$ cat src/rtl/irq_priority_ctrl_pkg.sv
// irq_priority_ctrl_pkg: shared types and sizes for the interrupt priority controller
package irq_priority_ctrl_pkg;
    localparam int NUM_SRC = 8;
    localparam int ID_W = 3;
    typedef enum logic [1:0] {IDLE, PRESENT, CLEAR} state_t;
endpackage

$ cat src/rtl/irq_priority_ctrl_priority_enc8.sv
// priority_enc8: index of the highest set bit of an 8-bit vector plus an any-set flag
module priority_enc8
    import irq_priority_ctrl_pkg::*;
(
    input  logic [7:0]      vec,
    output logic [ID_W-1:0] id,
    output logic            any
);
    // scan upwards so the highest set bit is the last one written
    always_comb begin
        id = '0;
        for (int i = 0; i < 8; i++) id = vec[i] ? ID_W'(i) : id;
        any = |vec;
    end
endmodule

$ cat src/rtl/irq_priority_ctrl.sv
// irq_priority_ctrl: captures request edges and presents the highest unmasked pending source
module irq_priority_ctrl
    import irq_priority_ctrl_pkg::*;
#(
    parameter int NUM_SRC = irq_priority_ctrl_pkg::NUM_SRC
) (
    input  logic               clk,
    input  logic               rst_n,
    input  logic [NUM_SRC-1:0] req_in,
    input  logic [NUM_SRC-1:0] mask,
    input  logic               irq_ack,
    input  logic               lost_clr,
    output logic               irq_valid,
    output logic [ID_W-1:0]    irq_id,
    output logic [NUM_SRC-1:0] pending,
    output logic [NUM_SRC-1:0] lost
);
    state_t state, state_nx;
    logic [NUM_SRC-1:0] req_q, edges, eligible, clr;
    logic [ID_W-1:0] win_id;
    logic any;

    assign edges = req_in & ~req_q;
    assign eligible = pending & mask;

    priority_enc8 u_enc (.vec(eligible), .id(win_id), .any(any));

    // state register
    always_ff @(posedge clk or negedge rst_n)
        if (!rst_n) state <= IDLE;
        else state <= state_nx;

    // next state: present when something is eligible, hold until ack, one idle gap after
    always_comb
        state_nx = state == IDLE    ? (any ? PRESENT : IDLE) :
                   state == PRESENT ? (irq_ack ? CLEAR : PRESENT) : IDLE;

    // outputs: valid follows the state flop, ack only clears while presenting
    always_comb begin
        irq_valid = state == PRESENT;
        clr = (irq_valid && irq_ack) ? (NUM_SRC'(1) << irq_id) : '0;
    end

    // edge capture; a new edge beats a same-cycle clear, and a new lost event beats lost_clr
    always_ff @(posedge clk or negedge rst_n)
        if (!rst_n) begin
            req_q <= '0;
            pending <= '0;
            lost <= '0;
        end else begin
            req_q <= req_in;
            pending <= (pending & ~clr) | edges;
            lost <= (lost & ~{NUM_SRC{lost_clr}}) | (edges & pending & ~clr);
        end

    // id is latched only when a presentation starts, so it stays stable while presenting
    always_ff @(posedge clk or negedge rst_n)
        if (!rst_n) irq_id <= '0;
        else if (state == IDLE && any) irq_id <= win_id;
endmodule
$ cat config.mk
export PLATFORM = sky130hd
export DESIGN_NAME = irq_priority_ctrl
export DESIGN_NICKNAME = d
export VERILOG_FILES = /design/src/rtl/irq_priority_ctrl_pkg.sv /design/src/rtl/irq_priority_ctrl_priority_enc8.sv /design/src/rtl/irq_priority_ctrl.sv
export SDC_FILE = /design/constraint.sdc
export NUM_CORES = 1
export LEC_CHECK = 0
export CORE_MARGIN = 8
export CORE_UTILIZATION = 47
export CTS_CLUSTER_DIAMETER = 150
export DETAILED_ROUTE_END_ITERATION = 8
export PLACE_DENSITY_LB_ADDON = 0.1
export RECOVER_POWER = 25
export SLEW_MARGIN = 20
export SYNTH_ARGS = -nofsm -noshare
export SYNTH_HDL_FRONTEND = slang
export SYNTH_SLANG_ARGS = --single-unit
$ cat constraint.sdc
create_clock -name clk -period 4.1 [get_ports clk]
set_input_delay 0.82 -clock clk [delete_from_list [all_inputs] [get_ports clk]]
set_output_delay 0.82 -clock clk [all_outputs]
set_load 0.01 [all_outputs]
==> out/metrics.yaml <==
arrival_ns: 1.50
layout-drive-gt1-share: 0.0764
remaining_drc_errors: 0
power_density_mw_per_mm2: 538
drtAntennaViolNets: 0
antenna_cells: 0
slew_headroom: 0.0286
synthFlopType: "dfrtp_1"
clk_path_buf_depth: 2
syn_nets: 117
p_sw_frac: 0.322
die_h_um: 65.1
synth_edf_count: 0
synth-seq-cells: 29
fin_crit_ns: 2.32
grt_pass1_wl_mm: 4.55
clock_tree.root_cell: "clkbuf_4"
holdCritPathClass: "reg2reg"
num-fill-cells: 192
rsz0062_at_grt: "no"
avgSynthCellArea_sq_um: 11.7
drv_cap: 0
syn_to_final_growth_pct: 41.9
slew_viol_final: 0
cts_resized: 0
ys_warn_count: 0
fin_skew_ns: 0.00529
die_area_sq_mm: 0.00423
grt_overflow: 0
synth_commonest_cells: "29 x dfrtp_1, 16 x nand2_1, 10 x inv_1, 10 x nand2b_1, 8 x o22ai_1"
die_x_um: 65.1
async_flop_share: 1.00
tns_ns: 0
grt_pass1_vias: 964
drt_wl_total_mm: 2.65
cp-start-kind: "flop"
design_power_total_mw: 0.863
hold_buffers: 0
vias: 893
fp.coreArea_sq_mm: 0.00225
vdd.ir_drop.worst_uv: 356
clock_sinks: 29
clk_pin_slew_ns: 0.08
switchingPower_mw: 0.278
crit_required_ns: 3.28
numCtsBuffers: 5
synth.largest_area_cell: "dfrtp_1"
vias_per_cell: 5.19
p_leak_nw: 0.686
holdWs_ns: 0.510
dp_hpwl_mm: 2.02
synth.most_common_cell: "dfrtp_1"
power.share.clock: 0.178
crit_type: "reg2out"
status: "finished, final reports clean"
ys_seq_area_frac: 0.642
cts_max_level: 2
final_net_count: 163
grt_use_total: 0.143
portBuffers: 39
comb_power_share: 0.357
crit_fanout: 3
start_util: 0.502
hold_viol_final: 0
power_frac_seq: 0.465
first_iter_violations: 22
rows: 17
postCtsSetupBuffers: 0
p_int_mw: 0.585
clock.fmax_ghz: 0.431
clock_latency_ns: 0.31
cts_tree: "done"
cp-end-kind: "output port"
drt-pass1-iter-count: 4
antenna_found_initial: 0
max_slew.worst_pin.slew_ns: 1.46
grt_max_degree: 30
setup-violations-final: 0
wl_per_cell_um: 15.4
synth_top_cell_area_share: 0.642
ioPinCount: 40
fin_crit_sh: 0.566
place_congestion: 0.810
yosys.cell_types.count: 20
synth_area_leaders: "dfrtp_1 64%, nand2b_1 5.5%, nand2_1 5.3%, o22ai_1 4.4%, inv_1 3.3%"
synthesis.area_sq_mm: 0.00113
synthCells: 97
[power groups by stage]
stage / registers, mW / clock network [mW] / logic [mW]
after floorplan: 0.417 / 0 / 0.127
after global placement: 0.403 / 0 / 0.306
after detailed placement: 0.406 / 0 / 0.312
after CTS: 0.401 / 0.160 / 0.314
after global routing: 0.412 / 0.177 / 0.337
final: 0.402 / 0.154 / 0.308
[layout by cell type, fill, tap and decap left out, types with 4 or more instances in the layout]
master | netlist | routed
clkdlybuf4s50_1 | 0 | 30
dfrtp_1 | 29 | 29
nand2_1 | 16 | 16
inv_1 | 10 | 10
nand2b_1 | 10 | 10
dlygate4sd3_1 | 0 | 9
o22ai_1 | 8 | 8
o21ai_0 | 6 | 6
clkbuf_4 | 0 | 5
clkbuf_1 | 0 | 4
[area by class of cell]
type / count / area [sq um] / share of cell area
inverter: 10 / 37.5 / 0.0234
sequential: 29 / 726 / 0.452
timing repair buffer: 40 / 394 / 0.246
clock buffer: 8 / 48.8 / 0.0304
multi-input combinational: 57 / 364 / 0.227
tap: 28 / 35.0 / 0.0218
[cell families after synthesis]
| logic type | synth area share |
|---|---|
| AND/OR/NAND/NOR | 0.135 |
| flip-flops | 0.642 |
| AO/OA/AOI/OAI | 0.158 |
| multiplexers | 0.0288 |
| buffers and inverters | 0.0365 |
[stage by stage]
| step | std cells | setup slack, ns | util | instance area [sq um] |
|---|---|---|---|---|
| CTS | 172 | 1.78 | 0.714 | 1610 |
| floorplan | 97 | 2.18 | - | 1130 |
| global route | 172 | 1.49 | 0.712 | 1610 |
| finish | 172 | 1.78 | 0.712 | 1610 |
| global placement | 164 | 1.66 | 0.692 | 1560 |
| detailed placement | 164 | 1.63 | 0.692 | 1560 |
[path summary, 6_finish.rpt]
check | startpoint | to | slack, ns | cells past startpoint
hold reg to reg | req_q[0] | pending[0] | 0.51 | 2
setup / recovery | state[0] | irq_valid | 1.78 | 2
max in group asynchronous | rst_n | lost[5] | 1.87 | 2
setup reg to reg | pending[5] | irq_id[1] | 2.52 | 4
min in group asynchronous | rst_n | lost[0] | 1.38 | 2
hold / removal | req_q[0] | pending[0] | 0.51 | 2
[state kept, by name (all words and copies together), names as in the netlist]
signal	flops
pending	8
req_q	8
state	2
lost	8
irq_id	3
[critical path: stages, from the launching register on]
cell and delay [ns]:
dfrtp_1 0.41, nor2b_1 0.21, clkdlybuf4s50_1 0.57
[metal layers]
layer | up-vias | GRT usage | share of wire
li1 | 426 | - | -
met1 | 431 | 0.151 | 0.43
met2 | 29 | 0.226 | 0.46
met3 | 7 | 0.0756 | 0.094
met4 | 0 | 0.0736 | 0.020
met5 | - | 0 | 0
Note: power is estimated with default switching activity, not from simulation.
